[src/rtl/scic_io_pkg.sv]
// Shared constants for the SCIC I/O port: register map, ID word and STATUS bit layout.
package scic_io_pkg;

    typedef enum logic [1:0] {
        IO_ADDR_LED    = 2'd0,
        IO_ADDR_SW     = 2'd1,
        IO_ADDR_STATUS = 2'd2,
        IO_ADDR_ID     = 2'd3
    } io_reg_e;

    localparam logic [31:0] IO_ID_VALUE    = 32'h5C1C_0001;
    localparam int          STATUS_CHG_BIT = 0;

endpackage

[src/rtl/scic_io_port_if.sv]
// SCIC core I/O bus: one-cycle request strobe, registered response strobe, level interrupt.
interface scic_io_port_if;

    logic        io_sel;
    logic        io_we;
    logic [1:0]  io_addr;
    logic [31:0] io_wdata;
    logic [31:0] io_rdata;
    logic        io_ready;
    logic        io_irq;

    modport master (
        output io_sel, io_we, io_addr, io_wdata,
        input  io_rdata, io_ready, io_irq
    );

    modport slave (
        input  io_sel, io_we, io_addr, io_wdata,
        output io_rdata, io_ready, io_irq
    );

endinterface

[src/rtl/scic_debounce.sv]
// One switch bit: 2-flop synchroniser followed by a stability counter.
// The counter exists only when SCIC_IO_DEBOUNCE_EN is defined; otherwise stable is the synchroniser output.
module scic_debounce #(
    parameter int DEBOUNCE_CYCLES = 16
) (
    input  logic clock,
    input  logic reset,
    input  logic raw,
    output logic stable,
    output logic toggle
);

    logic sync1;
    logic sync2;

    always_ff @(posedge clock or negedge reset) begin
        if (!reset) begin
            sync1 <= 1'b0;
            sync2 <= 1'b0;
        end else begin
            sync1 <= raw;
            sync2 <= sync1;
        end
    end

`ifdef SCIC_IO_DEBOUNCE_EN
    localparam int CW = $clog2(DEBOUNCE_CYCLES + 1);

    logic [CW-1:0] count;
    logic          stable_q;

    // toggle fires on the edge where the count would reach DEBOUNCE_CYCLES
    always_comb begin
        toggle = (sync2 != stable_q) && (count == CW'(DEBOUNCE_CYCLES - 1));
    end

    always_ff @(posedge clock or negedge reset) begin
        if (!reset) begin
            count    <= '0;
            stable_q <= 1'b0;
        end else if (sync2 == stable_q) begin
            count <= '0;
        end else if (toggle) begin
            stable_q <= sync2;
            count    <= '0;
        end else begin
            count <= count + 1'b1;
        end
    end

    assign stable = stable_q;
`else
    localparam int unused_cycles = DEBOUNCE_CYCLES;

    assign stable = sync2;
    assign toggle = sync1 ^ sync2;
`endif

endmodule

[src/rtl/scic_io_port.sv]
// Memory-mapped LED/switch responder for the SCIC core with sticky change interrupt.
// Switch debouncing is enabled by defining SCIC_IO_DEBOUNCE_EN.
module scic_io_port
    import scic_io_pkg::*;
#(
    parameter int DEBOUNCE_CYCLES = 16,
    parameter int NUM_SW          = 4,
    parameter int NUM_LED         = 4
) (
    input  logic               clock,
    input  logic               reset,
    scic_io_port_if.slave      io,
    input  logic [NUM_SW-1:0]  switches,
    output logic [NUM_LED-1:0] LEDs
);

    logic [NUM_SW-1:0]  sw_stable;
    logic [NUM_SW-1:0]  sw_toggle;
    logic [NUM_LED-1:0] led_q;
    logic               chg_q;
    logic               ready_q;
    logic [31:0]        rdata_q;
    logic [31:0]        rd_word;
    logic               wr_led;
    logic               wr_chg_clr;
    logic               unused_wdata;

    for (genvar i = 0; i < NUM_SW; i++) begin : g_sw
        scic_debounce #(
            .DEBOUNCE_CYCLES (DEBOUNCE_CYCLES)
        ) u_debounce (
            .clock  (clock),
            .reset  (reset),
            .raw    (switches[i]),
            .stable (sw_stable[i]),
            .toggle (sw_toggle[i])
        );
    end

    always_comb begin
        wr_led     = io.io_sel && io.io_we && (io.io_addr == IO_ADDR_LED);
        wr_chg_clr = io.io_sel && io.io_we && (io.io_addr == IO_ADDR_STATUS)
                     && io.io_wdata[STATUS_CHG_BIT];
    end

    // Read mux sees pre-edge state, so a read returns values before any same-edge write
    always_comb begin
        rd_word = '0;
        case (io.io_addr)
            IO_ADDR_LED:    rd_word[NUM_LED-1:0]  = led_q;
            IO_ADDR_SW:     rd_word[NUM_SW-1:0]   = sw_stable;
            IO_ADDR_STATUS: rd_word[STATUS_CHG_BIT] = chg_q;
            IO_ADDR_ID:     rd_word = IO_ID_VALUE;
        endcase
    end

    // A new switch change outranks a same-edge write-1-to-clear
    always_ff @(posedge clock or negedge reset) begin
        if (!reset) begin
            led_q   <= '0;
            chg_q   <= 1'b0;
            ready_q <= 1'b0;
            rdata_q <= '0;
        end else begin
            ready_q <= io.io_sel;
            rdata_q <= (io.io_sel && !io.io_we) ? rd_word : '0;
            if (wr_led) begin
                led_q <= io.io_wdata[NUM_LED-1:0];
            end
            if (|sw_toggle) begin
                chg_q <= 1'b1;
            end else if (wr_chg_clr) begin
                chg_q <= 1'b0;
            end
        end
    end

    assign unused_wdata = ^io.io_wdata;

    assign io.io_ready = ready_q;
    assign io.io_rdata = rdata_q;
    assign io.io_irq   = chg_q;
    assign LEDs        = led_q;

endmodule

[src/flat_wrapper.sv]
// flat-port wrapper written by rule: the top's interface ports become plain ports
module scic_io_port_flat import scic_io_pkg::*;
#(
    parameter int DEBOUNCE_CYCLES = 16,
    parameter int NUM_SW          = 4,
    parameter int NUM_LED         = 4
)
  (clock, reset, switches, LEDs, io_io_sel, io_io_we, io_io_addr, io_io_wdata, io_io_rdata, io_io_ready, io_io_irq);
  scic_io_port_if io_i ();
  input  logic clock;
  input  logic reset;
  input  logic [NUM_SW-1:0] switches;
  output logic [NUM_LED-1:0] LEDs;
  input wire logic [$bits(io_i.io_sel)-1:0] io_io_sel;
  input wire logic [$bits(io_i.io_we)-1:0] io_io_we;
  input wire logic [$bits(io_i.io_addr)-1:0] io_io_addr;
  input wire logic [$bits(io_i.io_wdata)-1:0] io_io_wdata;
  output wire logic [$bits(io_i.io_rdata)-1:0] io_io_rdata;
  output wire logic [$bits(io_i.io_ready)-1:0] io_io_ready;
  output wire logic [$bits(io_i.io_irq)-1:0] io_io_irq;
  assign io_i.io_sel = io_io_sel;
  assign io_i.io_we = io_io_we;
  assign io_i.io_addr = io_io_addr;
  assign io_i.io_wdata = io_io_wdata;
  assign io_io_rdata = io_i.io_rdata;
  assign io_io_ready = io_i.io_ready;
  assign io_io_irq = io_i.io_irq;
  scic_io_port #(.DEBOUNCE_CYCLES(DEBOUNCE_CYCLES), .NUM_SW(NUM_SW), .NUM_LED(NUM_LED)) u_core (.clock(clock), .reset(reset), .io(io_i), .switches(switches), .LEDs(LEDs));
endmodule
[config.mk]
export PLATFORM = sky130hd
export DESIGN_NAME = scic_io_port_flat
export DESIGN_NICKNAME = d
export VERILOG_FILES = /design/src/rtl/scic_io_pkg.sv /design/src/rtl/scic_io_port_if.sv /design/src/rtl/scic_debounce.sv /design/src/rtl/scic_io_port.sv /design/src/flat_wrapper.sv
export SDC_FILE = /design/constraint.sdc
export NUM_CORES = 1
export LEC_CHECK = 0
export CORE_MARGIN = 5
export CORE_UTILIZATION = 31
export CTS_CLUSTER_DIAMETER = 30
export CTS_CLUSTER_SIZE = 12
export DETAILED_ROUTE_END_ITERATION = 8
export PLACE_DENSITY = 0.89
export SLEW_MARGIN = 15
export SYNTH_ARGS = -nofsm -noshare
export SYNTH_HDL_FRONTEND = slang
export SYNTH_SLANG_ARGS = --single-unit
[constraint.sdc]
create_clock -name clock -period 1.1 [get_ports clock]
set_input_delay 0.165 -clock clock [delete_from_list [all_inputs] [get_ports clock]]
set_output_delay 0.165 -clock clock [all_outputs]
set_load 0.02 [all_outputs]
# Word level (Yosys, flattened, before mapping)
# Cells that the tools add are included.
# totals
ff_bits	46
latch_bits	0
ram_bits	0
rom_bits	0
in_bits	42
output_inout_bits	38
n_memories	0
# classes
addsub	0
n_mul	0
div	0
n_lt_le_gt_ge	0
n_eq_ne	3
shift	0
mux	6
bitwise_logic	4
n_reduce_logical	9
# ops
operator	count
31-bit two-way mux	1
27-bit two-way mux	1
3-bit case mux with 2 select lines	1
1-bit logical AND	5
2-bit equality test (second input constant)	2
1-bit case mux with 4 select lines	1
4-bit OR reduction	1
1-bit bitwise XOR	4
2-bit by 1-bit equality test with 1-bit output (second input constant)	1
2-bit zero test	1
1-bit two-way mux	2
2-bit nonzero test	1
1-bit zero test	1

# Logic depth before layout (Yosys ltp)
# logic_depth
depth_word	5
mapped_depth	4
depth_no_buf	3

# Hierarchy
# Synthesis repeated with hierarchy kept, for this count alone.
# unflattened
hier_cells	76
hier_area_um2	942.2
# modules_own_cells
module	instances	cells_per_inst	area_per_inst_um2	seq_area_each_um2
scic_io_port	1	64	706.9	275.3
scic_debounce	4	3	58.8	50.0

# Worst setup path after synthesis
# Ideal clock, no wire load.
# synth_timing
path_kind	input to register
start	in io_io_addr[0]
end	reg u_core.led_q[0] (netlist: u_core.LEDs[0])
arrival_time_ns	0.877
required_time_ns	0.975
path_slack_ns	0.098
cell_stages	4
cell_sequence	buf_6 > nand3b_4 > nor2_8 > mux2_4
# synth_via
elab_chain_len	2
# synth_rtl
element	line	rtl
start: declaration	flat_wrapper.sv:16	input wire logic [$bits(io_i.io_addr)-1:0] io_io_addr;
2-bit zero test	scic_io_port.sv:41	wr_led = io.io_sel && io.io_we && (io.io_addr == IO_ADDR_LED);
1-bit logical AND	scic_io_port.sv:41	
end signal: assignment	scic_io_port.sv:68	led_q <= io.io_wdata[NUM_LED-1:0];
end: declaration	scic_io_port.sv:19	logic [NUM_LED-1:0] led_q;
# Every way passes these cells.
# A chain may end at the register's enable or synchronous reset.

==> results.yml <==
yosys:
  yosysTopAreaCell: "dfrtp_1"
  yosys_warnings: 0
  synth.distinct_cells: 18
  synthesis.area_um2: 936
  synth-seq-cells: 19
  avgSynthCellArea_um2: 12.3
  yosys.area.top_type_share_pct: 50.8
  synthTopCellsByArea: "dfrtp_1, buf_4, mux2_4"
  seq_area_frac_synth_pct: 50.8
  synth_cells: 76
routing:
  drtPass1Iterations: 4
  num_vias: 570
  wl_per_cell_um: 12.4
  viasPerCell: 4.01
  drc: 0
  antenna_left: 0
  finalWirelength_um: 1760
  drtIter0Drc: 6
worst_setup_path:
  worstPathArrival_ps: 910
  cp.required_ps: 940
  critPathTopFamily: "flip-flops"
  slowest_delay_ps: 450
  crit_chain: "buf_2"
  path_buf_inv: 1
  r2r_start: "u_core.g_sw[3].u_debounce.sync1"
  cp_max_fo: 7
  crit_path_end_kind: "output port"
  r2r_end: "u_core.io.io_irq"
  ff2ff_path_depth: 3
  critPathLaunch: "u_core.io.io_rdata[28]"
  rrSetupSlack_ps: 30
  critPathKind: "reg -> out"
  critical-path-slowest-cell: "dfrtp_2"
  start_kind: "register"
timing:
  period_needed_ps: 1070
  setup_viol: 0
  fmax_mhz: 931
  whs_ps: 190
  hold_violations: 0
  slew_viol_final: 0
  min_period_over_period_pct: 97.7
  setup_slack_ps: 25.5
  skew_ps: 2.04
  rsz0062_at_grt: "yes"
floorplan:
  rows: 20
  die_area_um2: 4220
  ioPinCount: 80
  die_h_um: 64.9
  fp.dieW_um: 64.9
  initial_utilization_pct: 31.4
  core_area_um2: 2980
grt:
  grt_max_degree: 20
  grt_pass1_vias: 646
  antenna_found_initial: 0
  grt_pass1_wl_um: 2840
  overflow: 0
  gr-usage-all-layers_pct: 8.51
placement:
  pre_cts_ws_ps: -327
  numPortBuffers: 30
  gp_congestion: 0.760
clock_network:
  cts.sinks: 19
  clk_pin_slew_ps: 100
  htree_levels: 1
  cts_buffers: 3
  clock-root-buffer: "clkbuf_4"
  clock_path_buffers: 2
  cts_tree: "built"
  clk_latency_ps: 290
  ctsHoldBuffers: 0
power_and_ir_drop:
  peakVddDrop_v: 0.000812
  p_leak_nw: 0.627
  power_density_nw_per_um2: 1340
finish:
  final_cell_mix: "conb_1, dfrtp_1, buf_2, clkdlybuf4s50_1, buf_4"
  diodes: 0
  fillers: 293
  layout_commonest_cell: "conb_1"
  final_util_pct: 38.6
  layout-drive-gt1-share_pct: 33.9
  area_growth_pct: 22.7
  finalNetCount: 152
hold_path:
  hold_path_class: "in -> async"
run:
  drv_cap: 0
outcome:
  outcome: "completed"
flip-flops by register name, summed over array words and instances, names as in the netlist:
| name | cells |
|---|---|
| u_core.io.io_rdata | 5 |
| u_core.LEDs | 4 |
| u_core.g_sw.u_debounce.stable | 4 |
| u_core.g_sw.u_debounce.sync1 | 4 |
| u_core.io.io_irq | 1 |
| u_core.io.io_ready | 1 |
timing repair:
action | 4_1_cts | 5_1_grt
buffers inserted | 0 | 2
gates resized for setup | 67 | 7
pin swaps | 0 | 2
endpoints found under the setup margin | 19 | 16
stage by stage:
stage | instances | total power [mW] | TNS (ps) | area [µm²]
finish | 142 | 1.54 | 0 | 1150
global route | 142 | 1.61 | -165 | 1150
CTS | 140 | 1.56 | 0 | 1140
detailed placement | 136 | 1.26 | -3550 | 1180
global placement | 136 | 1.24 | -3010 | 1180
floorplan | 96 | 1.09 | 0 | 1010
report_power, final:
part	switching, mW	internal (mW)	leakage [nW]
logic	0.231	0.180	0.381
registers	0.0345	0.754	0.228
clock network	0.207	0.135	0.0177
cells by family after synthesis:
family          share of synthesized area [%]
simple gates                             9.89
mux                                      9.63
flops                                    50.8
buf+inv                                  23.4
other cells                             0.401
xor+xnor                                 3.74
compound gates                           2.14
worst max-delay path by stage:
| stage | end | slack (ps) | cells after the start |
|---|---|---|---|
| final | io_io_rdata[19] | 30 | 1 |
| after global routing | io_io_rdata[20] | -20 | 1 |
| after CTS | io_io_rdata[18] | 5 | 1 |
| after detailed placement | u_core.LEDs[0] | -330 | 4 |
| after global placement | u_core.LEDs[2] | -300 | 4 |
| after floorplan | u_core.LEDs[0] | 100 | 4 |
area by class of cell:
| type | instances | area (µm²) | area share (%) |
|---|---|---|---|
| Sequential cell | 19 | 477 | 41.5 |
| Multi-Input combinational cell | 48 | 322 | 28.0 |
| Timing Repair Buffer | 38 | 282 | 24.5 |
| Tap cell | 33 | 41.3 | 3.59 |
| Clock buffer | 3 | 22.5 | 1.96 |
| Clock inverter | 1 | 5.00 | 0.436 |
cells in the mapped netlist, drive strengths merged:
master,number
nor2b,1
xor2,4
nor3,3
buf,29
mux2i,3
nand2b,1
a211oi,2
nor2,3
nand3b,1
mux2,4
nand2,3
conb,1
nor4,1
dfrtp,19
o21ai,1
layer usage:
layer	wire length (µm)	up-vias	GRT usage [%]
li1	-	263	-
met1	662	266	10.0
met2	898	41	15.2
met3	198	0	1.56
met4	0	0	3.17
met5	0	-	0
No activity file was read; power rests on OpenSTA's default activity.
